[src/rtl/sr_noc_collector.sv]
// Receive-side NoC endpoint: reassembles header + payload flits into the 68-bit
// memory packet and holds one finished packet for the memory controller.
module sr_noc_collector #(
   parameter int FLIT_WIDTH      = 32,
   parameter int NODE_COUNT      = 8,
   parameter int PACKET_ID_WIDTH = 5,
   parameter int NODE_W          = $clog2(NODE_COUNT)
) (
   input  logic                       clk,
   input  logic                       rst_n,
   input  logic [FLIT_WIDTH-1:0]      flitIn,
   input  logic                       flitHead,
   input  logic                       flitValid,
   output logic                       flitReady,
   output logic [67:0]                packetOut,
   output logic [NODE_W-1:0]          nodeStart,
   output logic [PACKET_ID_WIDTH-1:0] packetIdOut,
   output logic                       validOut,
   input  logic                       readyToReceive,
   output logic [7:0]                 dropCount
);

   localparam int PAYLOAD_FLITS = (68 + FLIT_WIDTH - 1) / FLIT_WIDTH;
   localparam int BUF_W         = PAYLOAD_FLITS * FLIT_WIDTH;
   localparam int CNT_W         = $clog2(PAYLOAD_FLITS + 1);
   localparam logic [CNT_W-1:0] LAST_CNT = CNT_W'(PAYLOAD_FLITS - 1);

   typedef enum logic [1:0] {
      S_IDLE    = 2'd0,
      S_PAYLOAD = 2'd1,
      S_FULL    = 2'd2
   } state_t;

   state_t                     state_q, state_d;
   logic [CNT_W-1:0]           cnt_q, cnt_d;
   logic [BUF_W-1:0]           buf_q, buf_d;
   logic [NODE_W-1:0]          asm_node_q, asm_node_d;
   logic [PACKET_ID_WIDTH-1:0] asm_id_q, asm_id_d;
   logic                       valid_q, valid_d;
   logic [67:0]                pkt_q, pkt_d;
   logic [NODE_W-1:0]          node_q, node_d;
   logic [PACKET_ID_WIDTH-1:0] id_q, id_d;
   logic [7:0]                 drop_q, drop_d;

   logic accept, slot_avail, load, drop_inc;

   assign flitReady  = (state_q != S_FULL);
   assign accept     = flitValid && flitReady;
   // Slot may be reloaded when empty or when it is handing off this very cycle.
   assign slot_avail = !valid_q || readyToReceive;

   always_comb begin
      state_d    = state_q;
      cnt_d      = cnt_q;
      buf_d      = buf_q;
      asm_node_d = asm_node_q;
      asm_id_d   = asm_id_q;
      load       = 1'b0;
      drop_inc   = 1'b0;
      case (state_q)
         S_IDLE: begin
            if (accept) begin
               if (flitHead) begin
                  asm_node_d = flitIn[NODE_W-1:0];
                  asm_id_d   = flitIn[NODE_W +: PACKET_ID_WIDTH];
                  cnt_d      = '0;
                  state_d    = S_PAYLOAD;
               end else begin
                  drop_inc = 1'b1;
               end
            end
         end
         S_PAYLOAD: begin
            if (accept) begin
               if (flitHead) begin
                  // A new header abandons whatever was partially collected.
                  drop_inc   = 1'b1;
                  asm_node_d = flitIn[NODE_W-1:0];
                  asm_id_d   = flitIn[NODE_W +: PACKET_ID_WIDTH];
                  cnt_d      = '0;
               end else begin
                  buf_d[int'(cnt_q)*FLIT_WIDTH +: FLIT_WIDTH] = flitIn;
                  if (cnt_q == LAST_CNT) begin
                     cnt_d = '0;
                     if (slot_avail) begin
                        load    = 1'b1;
                        state_d = S_IDLE;
                     end else begin
                        state_d = S_FULL;
                     end
                  end else begin
                     cnt_d = cnt_q + 1'b1;
                  end
               end
            end
         end
         S_FULL: begin
            if (slot_avail) begin
               load    = 1'b1;
               state_d = S_IDLE;
            end
         end
         default: state_d = S_IDLE;
      endcase
   end

   always_comb begin
      valid_d = valid_q;
      pkt_d   = pkt_q;
      node_d  = node_q;
      id_d    = id_q;
      drop_d  = drop_q;
      if (valid_q && readyToReceive) valid_d = 1'b0;
      if (load) begin
         valid_d = 1'b1;
         pkt_d   = {1'b0, buf_d[66:0]};
         node_d  = asm_node_d;
         id_d    = asm_id_d;
      end
      if (drop_inc && drop_q != 8'hFF) drop_d = drop_q + 8'd1;
   end

   always_ff @(posedge clk or negedge rst_n) begin
      if (!rst_n) begin
         state_q    <= S_IDLE;
         cnt_q      <= '0;
         buf_q      <= '0;
         asm_node_q <= '0;
         asm_id_q   <= '0;
         valid_q    <= 1'b0;
         pkt_q      <= '0;
         node_q     <= '0;
         id_q       <= '0;
         drop_q     <= '0;
      end else begin
         state_q    <= state_d;
         cnt_q      <= cnt_d;
         buf_q      <= buf_d;
         asm_node_q <= asm_node_d;
         asm_id_q   <= asm_id_d;
         valid_q    <= valid_d;
         pkt_q      <= pkt_d;
         node_q     <= node_d;
         id_q       <= id_d;
         drop_q     <= drop_d;
      end
   end

   assign validOut    = valid_q;
   assign packetOut   = pkt_q;
   assign nodeStart   = node_q;
   assign packetIdOut = id_q;
   assign dropCount   = drop_q;

endmodule
[config.mk]
export PLATFORM = sky130hd
export DESIGN_NAME = sr_noc_collector
export DESIGN_NICKNAME = d
export VERILOG_FILES = /design/src/rtl/sr_noc_collector.sv
export SDC_FILE = /design/constraint.sdc
export NUM_CORES = 1
export LEC_CHECK = 0
export ABC_AREA = 1
export CORE_ASPECT_RATIO = 1.2
export CORE_MARGIN = 2
export CORE_UTILIZATION = 40
export DETAILED_ROUTE_END_ITERATION = 12
export GPL_TIMING_DRIVEN = 0
export PLACE_DENSITY = 0.63
export SYNTH_ARGS = -nofsm -noshare
export SYNTH_HDL_FRONTEND = slang
export SYNTH_SLANG_ARGS = --single-unit
[constraint.sdc]
create_clock -name clk -period 1.6 [get_ports clk]
set_clock_uncertainty 0.05 [all_clocks]
set_input_delay 0.16 -clock clk [delete_from_list [all_inputs] [get_ports clk]]
set_output_delay 0.16 -clock clk [all_outputs]
set_load 0.05 [all_outputs]
==> flow_summary.toml <==
[status]
result_of_the_run = "complete, but fails checks"
violations = "negative setup slack"

[floorplanning]
die_w_microns = 124
pin_count = 123
design.core.area_sq_um = 16900
vert_die_dim_microns = 148
die-area_sq_um = 18400
placement_rows = 52
initial_core_util_pct = 41.0

[logic_synthesis]
synthesis.area_sq_um = 6930
synthFlopType = "sky130_fd_sc_hd__dfrtp_1"
post_synth_inst_count = 843
yosys_warnings = 0
synthDistinctLibCells = 20
synthTopCellsByArea = "sky130_fd_sc_hd__dfrtp_1 59%, sky130_fd_sc_hd__nand2_1 25%, sky130_fd_sc_hd__nand3_1 4.8%"
synth-seq-cells = 163
synth.avg_cell_area_sq_um = 8.22
synth_edf_count = 0
ys_seq_area_share_pct = 58.9
synthArstFlopShare_pct = 100
largest_area_contributor_in_the_synthesized_netlist = "sky130_fd_sc_hd__dfrtp_1"
post_synth_top_area_share_pct = 58.9
synthesis.nets = 889

[cts]
clockRootBuffer = "sky130_fd_sc_hd__clkbuf_16"
cts_inserted_buffers = 17
maximum_level_of_the_cts_h_tree = 4
clkTransAtPathRegs_ns = 0.06
tritoncts = "done"
clock_sink_count = 163
cts_buffer_depth = 2
clk-insertion-delay-late_ns = 0.43

[sta]
hold_ws_ns = 0.258
timing.final.crit_share_pct = 116
max_freq_ghz = 0.541
setup_repair_after_global_routing_missed_its_margin = "yes"
setup_tns_final_ns = -21.81
finalCriticalPeriod_ns = 1.85
post-route-worst-setup-slack_ns = -0.250
setup_viol = 153
final_max_slew_viol_count = 0
final-hold-violation-count = 0
tightest_slew_ns = 0.642
timing.slew.headroom_pct = 57.2

[global_routing]
grt.total_usage_pct = 23.5
grt_overflow_total = 0
initial_antenna_violation_count = 2
first_global_vias = 6198
first_pass_grt_wire_length_microns = 32300
grt_start_max_net_pins = 85

[final_layout]
final_cell_area_sq_um = 11700
drive_above_1_share_pct = 40.7
n_fill_cell = 1195
nNetsFinal = 1102
final_common_cell = "sky130_fd_sc_hd__nand2_1"
layout.cells.most_common_list = "254 x sky130_fd_sc_hd__nand2_1, 157 x sky130_fd_sc_hd__dfrtp_1, 121 x sky130_fd_sc_hd__nand2_2"
area_growth_syn_to_layout_pct = 68.3

[drt]
wl_met1_microns = 9150
final_routed_wire_length_divided_by_cell_count_microns = 18.8
routed-via-count = 6596
drc = 0
postRouteAntennaNets = 0
top_layer = "met4"
met2_wirelength_microns = 12600
drt-initial-drc-count = 343
post_drt_via_cell_ratio = 5.13
detail_route.wirelength_microns = 24200
drt_pre_antenna_iters = 5
routed-wl-met3_microns = 1370

[power]
p_leak_nw = 6.22
power_density_nw_per_um2 = 1460
irDropWorstVdd_v = 0.000825

[place]
port_buffers = 121
gpl.final_weighted_congestion = 0.803
postPlaceCellArea_sq_um = 8500
placed_wire_length_estimate_microns = 12500

[worst_hold_path]
hold_path_class = "primary input to asynchronous set/reset pin"

[setup_path]
timing.rr.end = "packetOut[51]"
r2r_start = "state_q[1]"
critical_path.max_fanout = 5
criticalPathCategory = "register to register"
r2r_setup_slack_ns = -0.25
crit_path_capture_type = "register"
crit_path_start_kind = "register"
crit_arrival_ns = 2.18
reg2reg_depth = 11
worstPathRequired_ns = 1.93

[job]
cap_viol_max_count = 0
==> synth_stat cells, types with 2 or more instances <==
library cell / instances
sky130_fd_sc_hd__nor2_2: 3
sky130_fd_sc_hd__buf_6: 7
sky130_fd_sc_hd__dfrtp_1: 163
sky130_fd_sc_hd__nand2_1: 460
sky130_fd_sc_hd__nor2_1: 44
sky130_fd_sc_hd__o21ai_0: 7
sky130_fd_sc_hd__buf_4: 2
sky130_fd_sc_hd__ha_1: 9
sky130_fd_sc_hd__xnor2_1: 2
sky130_fd_sc_hd__inv_2: 3
sky130_fd_sc_hd__nand3_1: 67
sky130_fd_sc_hd__inv_1: 44
sky130_fd_sc_hd__clkbuf_1: 6
sky130_fd_sc_hd__buf_2: 20
==> how the worst max path moves through the flow <==
stage / from / endpoint / slack, ns
floorplan: state_q[1] / nodeStart[0] / -0.04
global placement: rst_n / validOut / -7.18
detailed placement: flitValid / packetOut[43] / -0.61
CTS: state_q[1] / packetOut[48] / -0.23
global route: state_q[1] / packetOut[51] / -0.32
finish: state_q[1] / packetOut[51] / -0.25
==> power breakdown <==
part	switching, mW	leakage (nW)	internal [mW]
registers	0.560	2.21	4.91
logic	4.47	3.70	2.67
clock network	1.72	0.310	2.63
total	6.76	6.22	10.2
==> metal layers <==
layer / vias up / GRT usage [%]
met1: 3273 / 28.8
met4: 0 / 11.1
met2: 239 / 38.4
met3: 81 / 5.87
li1: 3003 / -
met5: - / 0
==> logic make-up after synthesis <==
| logic type | synth area share [%] |
|---|---|
| xor+xnor | 0.379 |
| flops | 58.9 |
| buf+inv | 5.67 |
| other cells | 0.0541 |
| simple gates | 32.8 |
| compound gates | 0.614 |
| fa+ha+maj | 1.63 |
==> through the flow <==
step	power (mW)	utilization, %	instances	setup WS (ns)
5_1_grt	17.6	68.9	1287	-0.318
2_1_floorplan	8.38	-	843	-0.0416
6_report	17.0	68.9	1287	-0.250
3_5_place_dp	9.91	50.3	1181	-0.606
4_1_cts	14.9	60.9	1265	-0.234
3_3_place_gp	9.86	50.1	1180	-7.18
==> registers in the layout (all words and copies together) (netlist names), 3 cells and up <==
register,flops
asm_id_q,5
asm_node_q,3
buf_q,67
dropCount,8
nodeStart,3
packetIdOut,5
packetOut,67
==> critical path, stage by stage (launching register included) <==
cell                      delay (ns)
sky130_fd_sc_hd__dfrtp_1        0.41
sky130_fd_sc_hd__buf_6          0.14
sky130_fd_sc_hd__ha_4           0.18
sky130_fd_sc_hd__inv_6          0.08
sky130_fd_sc_hd__nand2_8        0.07
sky130_fd_sc_hd__nor2_4         0.23
sky130_fd_sc_hd__buf_4          0.17
sky130_fd_sc_hd__buf_8          0.15
sky130_fd_sc_hd__nand3_2        0.09
sky130_fd_sc_hd__nand2_2        0.09
sky130_fd_sc_hd__nand2_2        0.06
sky130_fd_sc_hd__nand2_2        0.06
==> cell type report <==
class / instances / area (sq um) / area share, %
antenna: 2 / 5.00 / 0.0429
buffer: 32 / 452 / 3.87
clock buffer: 21 / 480 / 4.12
clock inverter: 11 / 148 / 1.27
inverter: 47 / 194 / 1.66
multi-input combinational: 598 / 3890 / 33.4
sequential: 163 / 4090 / 35.0
tap: 216 / 270 / 2.32
timing repair buffer: 197 / 2140 / 18.3
==> what timing repair did <==
| action | 4_1_cts | 5_1_grt |
|---|---|---|
| endpoints found under the hold margin | 79 | 0 |
| pin swaps | 66 | 89 |
| hold buffers | 1 | 0 |
| setup buffers | 36 | 17 |
| cloned | 16 | 10 |
| resized for setup | 307 | 324 |
| setup endpoints to repair | 233 | 168 |
(Power assumes the default switching activity.)
